## config.mk

```make
export PLATFORM = sky130hd
export DESIGN_NAME = pc_fetch_ctrl
export DESIGN_NICKNAME = d
export VERILOG_FILES = /design/src/rtl/pc_fetch_ctrl.sv
export SDC_FILE = /design/constraint.sdc
export NUM_CORES = 1
export LEC_CHECK = 0
export BUFFER_PORTS_ARGS = -buffer_cell sky130_fd_sc_hd__buf_2
export CAP_MARGIN = 5
export CORE_MARGIN = 5
export CORE_UTILIZATION = 59
export DETAILED_ROUTE_END_ITERATION = 16
export PLACE_DENSITY = 0.84
export SKIP_LAST_GASP = 1
export SLEW_MARGIN = 40
export SYNTH_ARGS = -nofsm -noshare
export SYNTH_HDL_FRONTEND = slang
export SYNTH_SLANG_ARGS = --single-unit
export TNS_END_PERCENT = 20
```

## constraint.sdc

```tcl
create_clock -name clk -period 5.7 [get_ports clk]
set_input_delay 0.285 -clock clk [delete_from_list [all_inputs] [get_ports clk]]
set_output_delay 0.285 -clock clk [all_outputs]
set_load 0.02 [all_outputs]
```

## src/rtl/pc_fetch_ctrl.sv

```systemverilog
// -----------------------------------------------------------------------------
// pc_fetch_ctrl
//   Fetch sequencer for an external program counter. Reads the instruction at
//   pc_q over a req/ack memory port, offers it to the execute stage over a
//   valid/ready handshake, then tells the PC to load a target (ld_pc + a) or
//   to increment (in_pc). A small return-address stack backs CALL/RET.
//
//   The PC register commits on the falling edge, so a strobe raised here for
//   one cycle is already visible on pc_q at the following rising edge.
//
// Ports
//   clk, rst           clock (posedge) and synchronous active-high reset
//   run                leave IDLE and start fetching
//   pc_q               current PC value
//   ld_pc, in_pc, a    PC load strobe, PC increment strobe, PC load value
//   mem_req, mem_addr  instruction read request and address
//   mem_ack, mem_rdata read done and instruction word (valid with mem_ack)
//   ir, ir_valid       registered instruction and its valid flag
//   ir_ready           execute stage accepts ir
//   flag_z             zero flag for JZ
//   halted             high while IDLE
//   stk_err            sticky return-stack overflow/underflow
// -----------------------------------------------------------------------------
module pc_fetch_ctrl #(
    parameter int         IW        = 16,
    parameter int         STK_DEPTH = 4,
    parameter logic [7:0] RESET_VEC = 8'h00
) (
    input  logic          clk,
    input  logic          rst,
    input  logic          run,
    input  logic [7:0]    pc_q,
    output logic          ld_pc,
    output logic          in_pc,
    output logic [7:0]    a,
    output logic          mem_req,
    output logic [7:0]    mem_addr,
    input  logic          mem_ack,
    input  logic [IW-1:0] mem_rdata,
    output logic [IW-1:0] ir,
    output logic          ir_valid,
    input  logic          ir_ready,
    input  logic          flag_z,
    output logic          halted,
    output logic          stk_err
);

    localparam int IX_W = $clog2(STK_DEPTH);
    localparam int SP_W = IX_W + 1;

    localparam logic [SP_W-1:0] SP_ZERO = {SP_W{1'b0}};
    localparam logic [SP_W-1:0] SP_ONE  = SP_W'(1);
    localparam logic [SP_W-1:0] SP_FULL = SP_W'(STK_DEPTH);

    localparam logic [2:0] ST_RST_LOAD = 3'd0;
    localparam logic [2:0] ST_IDLE     = 3'd1;
    localparam logic [2:0] ST_FETCH    = 3'd2;
    localparam logic [2:0] ST_ISSUE    = 3'd3;
    localparam logic [2:0] ST_UPDATE   = 3'd4;

    localparam logic [3:0] OP_HALT = 4'hB;
    localparam logic [3:0] OP_JMP  = 4'hC;
    localparam logic [3:0] OP_JZ   = 4'hD;
    localparam logic [3:0] OP_CALL = 4'hE;
    localparam logic [3:0] OP_RET  = 4'hF;

    logic [2:0]      state_r, state_nxt_s;
    logic            ld_pc_r, ld_pc_nxt_s;
    logic            in_pc_r, in_pc_nxt_s;
    logic [7:0]      a_r, a_nxt_s;
    logic [IW-1:0]   ir_r, ir_nxt_s;
    logic [7:0]      mem_addr_r, mem_addr_nxt_s;
    logic            mem_req_r, ir_valid_r, halted_r;
    logic            stk_err_r, stk_err_nxt_s;
    logic [SP_W-1:0] sp_r, sp_nxt_s;
    logic [7:0]      stack_r [STK_DEPTH];
    logic            push_s;
    logic [7:0]      push_val_s;
    logic [IX_W-1:0] pop_idx_s;
    logic [3:0]      opcode_s;
    logic [7:0]      target_s;

    assign opcode_s   = ir_r[IW-1:IW-4];
    assign target_s   = ir_r[7:0];
    assign push_val_s = pc_q + 8'd1;
    // sp is never 0 when popping, so the low bits minus one wrap to the top entry correctly
    assign pop_idx_s  = sp_r[IX_W-1:0] - IX_W'(1);

    assign ld_pc    = ld_pc_r;
    assign in_pc    = in_pc_r;
    assign a        = a_r;
    assign mem_req  = mem_req_r;
    assign mem_addr = mem_addr_r;
    assign ir       = ir_r;
    assign ir_valid = ir_valid_r;
    assign halted   = halted_r;
    assign stk_err  = stk_err_r;

    // Next-state, strobe and stack decisions. The UPDATE action is decided on
    // the ir_ready edge so the strobes come straight from flops during UPDATE.
    always_comb begin
        state_nxt_s    = state_r;
        ld_pc_nxt_s    = 1'b0;
        in_pc_nxt_s    = 1'b0;
        a_nxt_s        = a_r;
        ir_nxt_s       = ir_r;
        mem_addr_nxt_s = mem_addr_r;
        sp_nxt_s       = sp_r;
        push_s         = 1'b0;
        stk_err_nxt_s  = stk_err_r;
        case (state_r)
            ST_RST_LOAD: begin
                state_nxt_s = ST_IDLE;
                ld_pc_nxt_s = 1'b1;
                a_nxt_s     = RESET_VEC;
            end
            ST_IDLE: begin
                if (run) begin
                    state_nxt_s    = ST_FETCH;
                    mem_addr_nxt_s = pc_q;
                end else begin
                    state_nxt_s = ST_IDLE;
                end
            end
            ST_FETCH: begin
                if (mem_ack) begin
                    ir_nxt_s    = mem_rdata;
                    state_nxt_s = ST_ISSUE;
                end else begin
                    state_nxt_s = ST_FETCH;
                end
            end
            ST_ISSUE: begin
                if (ir_ready) begin
                    state_nxt_s = ST_UPDATE;
                    case (opcode_s)
                        OP_JMP: begin
                            ld_pc_nxt_s = 1'b1;
                            a_nxt_s     = target_s;
                        end
                        OP_JZ: begin
                            if (flag_z) begin
                                ld_pc_nxt_s = 1'b1;
                                a_nxt_s     = target_s;
                            end else begin
                                in_pc_nxt_s = 1'b1;
                            end
                        end
                        OP_CALL: begin
                            // full stack: refuse the call and fall through
                            if (sp_r == SP_FULL) begin
                                stk_err_nxt_s = 1'b1;
                                in_pc_nxt_s   = 1'b1;
                            end else begin
                                push_s      = 1'b1;
                                sp_nxt_s    = sp_r + SP_ONE;
                                ld_pc_nxt_s = 1'b1;
                                a_nxt_s     = target_s;
                            end
                        end
                        OP_RET: begin
                            // empty stack: nothing to return to, fall through
                            if (sp_r == SP_ZERO) begin
                                stk_err_nxt_s = 1'b1;
                                in_pc_nxt_s   = 1'b1;
                            end else begin
                                sp_nxt_s    = sp_r - SP_ONE;
                                ld_pc_nxt_s = 1'b1;
                                a_nxt_s     = stack_r[pop_idx_s];
                            end
                        end
                        OP_HALT: begin
                            ld_pc_nxt_s = 1'b0;
                        end
                        default: begin
                            in_pc_nxt_s = 1'b1;
                        end
                    endcase
                end else begin
                    state_nxt_s = ST_ISSUE;
                end
            end
            ST_UPDATE: begin
                // pc_q already reflects the UPDATE strobe at this edge
                if (opcode_s == OP_HALT) begin
                    state_nxt_s = ST_IDLE;
                end else begin
                    state_nxt_s    = ST_FETCH;
                    mem_addr_nxt_s = pc_q;
                end
            end
            default: begin
                state_nxt_s = ST_RST_LOAD;
            end
        endcase
    end

    // State, registered outputs and return stack.
    always_ff @(posedge clk) begin
        if (rst) begin
            state_r    <= ST_RST_LOAD;
            ld_pc_r    <= 1'b0;
            in_pc_r    <= 1'b0;
            a_r        <= RESET_VEC;
            ir_r       <= {IW{1'b0}};
            mem_addr_r <= 8'h00;
            mem_req_r  <= 1'b0;
            ir_valid_r <= 1'b0;
            halted_r   <= 1'b0;
            stk_err_r  <= 1'b0;
            sp_r       <= SP_ZERO;
            for (int i = 0; i < STK_DEPTH; i++) begin
                stack_r[i] <= 8'h00;
            end
        end else begin
            state_r    <= state_nxt_s;
            ld_pc_r    <= ld_pc_nxt_s;
            in_pc_r    <= in_pc_nxt_s;
            a_r        <= a_nxt_s;
            ir_r       <= ir_nxt_s;
            mem_addr_r <= mem_addr_nxt_s;
            mem_req_r  <= (state_nxt_s == ST_FETCH);
            ir_valid_r <= (state_nxt_s == ST_ISSUE);
            halted_r   <= (state_nxt_s == ST_IDLE);
            stk_err_r  <= stk_err_nxt_s;
            sp_r       <= sp_nxt_s;
            if (push_s) begin
                stack_r[sp_r[IX_W-1:0]] <= push_val_s;
            end
        end
    end

endmodule

```

---- After elaboration in Yosys (flattened, before gate mapping) ----
Memories as Yosys holds them, arrays and structs flattened.
Cells that the tools add are included.
word-level totals
  register bits after elaboration ......... 44
  word-level logic and storage cells ...... 96
  memory bits (writable) .................. 32
  memories kept ........................... 1
cells by class
  bitwise operators ....................... 2
  eq/ne operators ......................... 24
  reduce and logical (&&, ||, !) cells .... 13
  add/sub/neg operators ................... 4
  mux-type cells .......................... 41
memories
  name     depth  bits a word  rd ports  clocked after memory_dff  wr ports  RTL line  RTL
  stack_r  4      8            1         0                         4         76        logic [7:0] stack_r [STK_DEPTH];
operators with widths
  cell                   count
  $mux W8                7
  $pmux W8 S2            2
  $pmux W8 S4            1
  $eq A4 B4 Y1 const B   5
  $mux W1                19
  $pmux W3 S5            1
  $ne A2 B2 Y1 const B   7
  $eq A3 B2 Y1 const B   4
  $reduce_and A5 Y1      2
  $mux W3                3
  $ne A3 B3 Y1 const B   3
  $add A8 B1 Y8 const B  1
  $pmux W1 S4            2
  $reduce_or A8 Y1       1
  $eq A3 B1 Y1 const B   2
  $eq A3 B3 Y1 const B   2
  $logic_not A3 Y1       2
  $mux W2                3
  $pmux W3 S2            1
  $reduce_and A6 Y1      1
  $reduce_bool A2 Y1     3
  $ne A5 B1 Y1 const B   1
  $pmux W1 S2            2
  $add A3 B1 Y3 const B  1
  7 further kinds        8

---- Depth between registers and ports, before layout ----
Gate-level depths: netlist of run 1.
  word-level depth ........................ 10
  depth in mapped cells ................... 8

---- Least setup slack after synthesis of run 1 ----
No wires, ideal clock.
  kind .................................... reg-to-reg
  start ................................... register sp_r[0]
  end ..................................... memory stack_r[1][0], enable pin
  stages on the path, launching flop included .. 7
  library setup time ...................... 0.334 ns
  clock period less this slack ............ 2.330 ns
  required time ........................... 5.366 ns
  path buffers ............................ 1
  setup slack ............................. 3.370 ns
  data arrival time ....................... 1.995 ns
  cell sequence ........................... dfxtp_1 buf_2 inv_1 ha_1 a2111oi_4 nand3_2 nand2b_1
RTL lines
  item                    RTL line  RTL
  from (decl)             75        logic [SP_W-1:0] sp_r, sp_nxt_s;
  from (signal assigned)  226       sp_r <= sp_nxt_s;
  to (decl)               76

==> flow_summary.toml, run 1 <==
[global_routing]
overflow = 0
antenna_found_initial = 0
grt_first_pass_wirelength_mm = 11.9
first_global_vias = 2476
grt_use_total = 0.206
grt_max_degree = 52

[worst_setup_path]
critPathRequiredTime_ns = 5.72
cp-start-kind = "flop"
path_max_fanout = 12
rrSetupSlack_ns = 2.89
cp-end-kind = "flop"
setup.worst_path.class = "reg -> reg"
arrival_ns = 2.83

[layout]
area_delta_synth_final_pct = 14.1
fillers = 437
drive_gt1_frac = 0.279
seq_area_um2 = 1840
fin_nets = 404
multi_input_area_um2 = 1510
diodes = 0

[sta]
post-route-period-util = 0.493
fin_crit_ns = 2.81
max_slew.worst_pin.slew_ns = 0.681
setup_violations = 0
finalHoldViolCount = 0
max-slew-margin-rel = 0.545
slew_violations = 0
fmax_mhz = 356
fin_tns_setup_ns = 0
whs_ns = 0.161
skew_ns = 0.0119
setup_ws_ns = 2.89
rsz0062_at_grt = "false"

[route]
post_drt_wl_per_cell_um = 16.3
drt-total-wl_mm = 7.33
drc_errors = 0
ant_nets = 0
viasPerCell = 5.58
drtPass1Iterations = 4
vias = 2515
drt_iter0_markers = 113

[floorplan]
initial_core_util = 0.599
ioPinCount = 68
die_h_um = 86.8
core_area_um2 = 5820
fp.dieW_um = 86.8
die_area_um2 = 7540
num_rows = 28

[synthesis]
synth_ff_type = "dfxtp_1"
synth.net_count = 342
synth-edff-count = 32
synth-seq-cells = 76
synth_commonest_cells = "dfxtp_1, nor2_1, nand2_1"
ys_top_cells_by_area = "edfxtp_1, dfxtp_1, mux2i_1"
synth_warnings = 0
yosysSeqAreaShare = 0.529
yosysTopAreaCellShare = 0.276
yosys.cell_count.top_type = "dfxtp_1"
synth_top_area_cell = "edfxtp_1"
syn_avg_cell_area_um2 = 11.3
synth.cell_area_um2 = 3480
synthArstFlopShare = 0
synth.distinct_cells = 51
postSynthCellCount = 309

[clocking]
insertion_delay_ns = 0.35
ctsHoldBuffers = 0
ctsRootBufferMaster = "clkbuf_8"
cts_max_level = 3
clockBufferDepth = 2
path_clk_slew_ns = 0.08
cts_buffers = 9
postCtsSetupBuffers = 0
cts_resized = 0
clock-sinks = 76
cts_tree = "built"

[placement]
place_congestion = 0.918
dpl.hpwl_mm = 5.39
dpl_worst_slack_ns = 2.88
port_buffers = 67

[min_path]
hp-class = "in -> reg"

[outcome]
status = "finished clean"

[pwr]
p_leak_nw = 1.61
peakVddDrop_v = 0.000145
power_density_nw_per_um2 = 275

[job]
drv_cap = 0
[flip-flops by register name, summed over array words and instances, names as in the netlist]
register	cells
sp_r	3
stack_r	32
in_pc	1
state_r	3
stk_err	1
mem_req	1
ld_pc	1
a	8
halted	1
ir_valid	1
ir	16
mem_addr	8
[layout make-up]
class	count	area share
Clock buffer	10	0.0346
Clock inverter	6	0.00976
Inverter	5	0.00472
Multi-Input combinational cell	212	0.379
Sequential cell	76	0.463
Tap cell	75	0.0236
Timing Repair Buffer	67	0.0850
[cell families after synthesis]
logic type                 count (synthesis)  synth area share
AOI/OAI and AO/OA                         41            0.0938
buffers and inverters                     21            0.0388
DFF                                       76             0.529
adders and majority gates                  3            0.0108
xor gates and xnor gates                   9            0.0248
muxes                                     27             0.107
and+or+nand+nor                          132             0.196
[metal layers]
metal / share of wire / GRT usage
met2: 0.51 / 0.349
met1: 0.39 / 0.248
met4: 0.017 / 0.0850
met3: 0.085 / 0.0561
met5: 0 / 0
[worst paths after layout]
path / from / end / cells past startpoint
hold reg to reg: ir[9] / ir[9] / 2
setup reg to reg: sp_r[0] / stack_r[1][1] / 5
hold / removal: mem_rdata[4] / ir[4] / 3
setup / recovery: sp_r[0] / stack_r[1][1] / 5
[where the power goes]
part / internal (mW) / switching [mW] / total, mW
combinational: 0.0465 / 0.0740 / 0.121
clock: 0.169 / 0.193 / 0.362
sequential: 0.590 / 0.0196 / 0.609
total: 0.805 / 0.287 / 1.09
[placed cells by master (no fill, tap or decap), types with 6 or more instances in the layout]
| master | Yosys | final |
|---|---|---|
| nand2_1 | 35 | 35 |
| nand3_1 | 6 | 6 |
| o2bb2ai_1 | 8 | 8 |
| buf_2 | 3 | 66 |
| nand2b_1 | 20 | 20 |
| mux4_2 | 8 | 8 |
| clkbuf_8 | 3 | 10 |
| mux2i_1 | 18 | 18 |
| a21oi_1 | 19 | 19 |
| dfxtp_1 | 44 | 44 |
| nor2_1 | 43 | 43 |
| edfxtp_1 | 32 | 32 |
[metrics by stage]
| stage | util | instances | total power, mW | instance area [um2] |
|---|---|---|---|---|
| 5_1_grt | 0.683 | 451 | 1.13 | 3970 |
| 3_3_place_gp | 0.653 | 435 | 0.738 | 3790 |
| 6_report | 0.683 | 451 | 1.09 | 3970 |
| 2_1_floorplan | - | 309 | 0.702 | 3480 |
| 4_1_cts | 0.683 | 451 | 1.10 | 3970 |
| 3_5_place_dp | 0.653 | 435 | 0.743 | 3790 |
[critical path, stage by stage, from the launching register on]
cell and delay, ns:
dfxtp_1 0.76, inv_1 0.24, ha_1 0.37, a2111oi_4 0.49
nand3_2 0.23, nand2b_1 0.38
No activity file was read; power rests on OpenSTA's default activity.
==> run 2, diff against run 1 <==
--- a/config.mk
+++ b/config.mk
@@ -8,9 +8,9 @@
 export BUFFER_PORTS_ARGS = -buffer_cell sky130_fd_sc_hd__buf_2
 export CAP_MARGIN = 5
 export CORE_MARGIN = 5
-export CORE_UTILIZATION = 59
+export CORE_UTILIZATION = 55
 export DETAILED_ROUTE_END_ITERATION = 16
-export PLACE_DENSITY = 0.84
+export PLACE_DENSITY = 0.8
 export SKIP_LAST_GASP = 1
 export SLEW_MARGIN = 40
 export SYNTH_ARGS = -nofsm -noshare
==> constraint.sdc (replaced) <==
create_clock -name clk -period 2.7 [get_ports clk]
set_input_delay 0.135 -clock clk [delete_from_list [all_inputs] [get_ports clk]]
set_output_delay 0.135 -clock clk [all_outputs]
set_load 0.02 [all_outputs]
==> run 2 against run 1 <==
Clock power rose by 120%. Setup slack got worse by 2.5 ns. Flip-flop and latch count did not move. Power rose by 120%. Sequential share of layout area fell by 0.35 points. Fmax rose by 21%. Die area rose by 6.4%. Largest cell class unchanged. Largest power group unchanged.
==> flow_summary.toml, run 2 (same netlist as run 1, synthesis figures left out) <==
[outcome]
status = "finished clean"

[sta]
skew_ns = 0.00786
fin_tns_setup_ns = 0
fin_crit_ns = 2.32
finalHoldViolCount = 0
max_slew.worst_pin.slew_ns = 0.673
slew_violations = 0
setup_violations = 0
post-route-period-util = 0.860
fmax_mhz = 431
rsz0062_at_grt = "false"
max-slew-margin-rel = 0.550

[global_routing]
grt_use_total = 0.191
antenna_found_initial = 0
grt_max_degree = 43
first_global_vias = 2482
overflow = 0
grt_first_pass_wirelength_mm = 11.6

[worst_setup_path]
timing.rr.end = "stack_r[2][1]"
r2r-start = "sp_r[1]"
setup.worst_path.class = "reg -> reg"
critPathRequiredTime_ns = 2.70
path_depth = 5
crit_slowest_cell = "a2111oi_4"
crit_end = "stack_r[2][1]"
arrival_ns = 2.32
cp-end-kind = "flop"
cp_cell_sequence = "inv_1 > ha_1 > a2111oi_4 > nand3_2 > nand2b_1"
reg2reg_depth = 5
path_max_fanout = 9
critical_path.top_delay_family = "simple AND/OR/NAND/NOR gates"
cp-start-kind = "flop"
rrSetupSlack_ns = 0.38
max_stage_delay_ns = 0.50
startpoint = "sp_r[1]"
path_buf_inv = 1

[route]
drc_errors = 0
viasPerCell = 5.58
route.met3.wl_um = 650
drtPass1Iterations = 4
ant_nets = 0
drt_iter0_markers = 190
drt-total-wl_mm = 7.17
highest_layer = "met4"
post_drt_wl_per_cell_um = 15.7
met2_wirelength_mm = 3.40
wl_met1_mm = 3.02
vias = 2544

[placement]
place_congestion = 0.865
post-place-cells = 440
port_buffers = 67
dpl.hpwl_mm = 5.27

[floorplan]
fp.dieW_um = 89.6
die_area_um2 = 8020
ioPinCount = 68
initial_core_util = 0.558
die_h_um = 89.6
core_area_um2 = 6240
num_rows = 29

[job]
drv_cap = 0

[layout]
postLayoutCoreUtil = 0.642
diodes = 0
final_common_cell = "buf_2"
final_cells = 456
area_delta_synth_final_pct = 15.0
regMostFlops = "stack_r"
final_cell_mix = "buf_2, dfxtp_1, nor2_1"
drive_gt1_frac = 0.280
fin_nets = 407
largest_reg_flops = 32

[clocking]
cts_tree = "built"
postCtsSetupBuffers = 0
clock-sinks = 76
path_clk_slew_ns = 0.08
cts_max_level = 3
cts_buffers = 9
cts_resized = 0
insertion_delay_ns = 0.34
clockBufferDepth = 2
ctsHoldBuffers = 0
ctsRootBufferMaster = "clkbuf_8"

[min_path]
hold_path_depth = 3
hp-class = "in -> reg"

[pwr]
power.total_mw = 2.35
p_leak_nw = 1.62
peakVddDrop_v = 0.000335
power_density_nw_per_um2 = 587
run 2: layer usage:
layer / vias to the layer above / global-route usage
li1: 1224 / -
met1: 1201 / 0.239
met2: 108 / 0.313
met3: 11 / 0.0447
met4: 0 / 0.0893
met5: - / 0
run 2: how the worst min path moves through the flow:
stage,from,slack (ns),end
after floorplan,rst,0.24,state_r[2]
after global routing,mem_rdata[2],0.02,ir[2]
after global placement,mem_rdata[2],0.38,ir[2]
final,mem_rdata[6],0.03,ir[6]
after detailed placement,mem_rdata[2],0.38,ir[2]
after CTS,mem_rdata[2],0.01,ir[2]
run 2: through the flow:
step                      hold slack (ns)  cell area [um2]  setup slack, ns
after global placement              0.376             3820            0.524
after floorplan                     0.240             3480            0.370
after detailed placement            0.384             3820            0.377
after global routing               0.0189             4000            0.220
after CTS                          0.0125             4000            0.367
final                              0.0286             4000            0.378
run 2: worst register-to-register path, delay by kind of cell, from the launching register on:
| kind | cells | cell delay (ns) |
|---|---|---|
| compound gates | 1 | 0.50 |
| fa+ha+maj | 1 | 0.32 |
| buf+inv | 1 | 0.14 |
| flops | 1 | 0.44 |
| simple gates | 2 | 0.59 |
run 2: report_power, final:
part	switching, mW	leakage (nW)	internal, mW
clock network	0.388	0.0931	0.423
logic	0.156	0.850	0.0986
registers	0.0393	0.680	1.24
total	0.583	1.62	1.77
run 2: final cells by class:
class,count,area [um2]
Clock buffer,11,131
Clock inverter,5,52.6
Fill cell,493,2240
Inverter,5,18.8
Multi-Input combinational cell,212,1510
Sequential cell,76,1840
Tap cell,77,96.3
Timing Repair Buffer,70,358
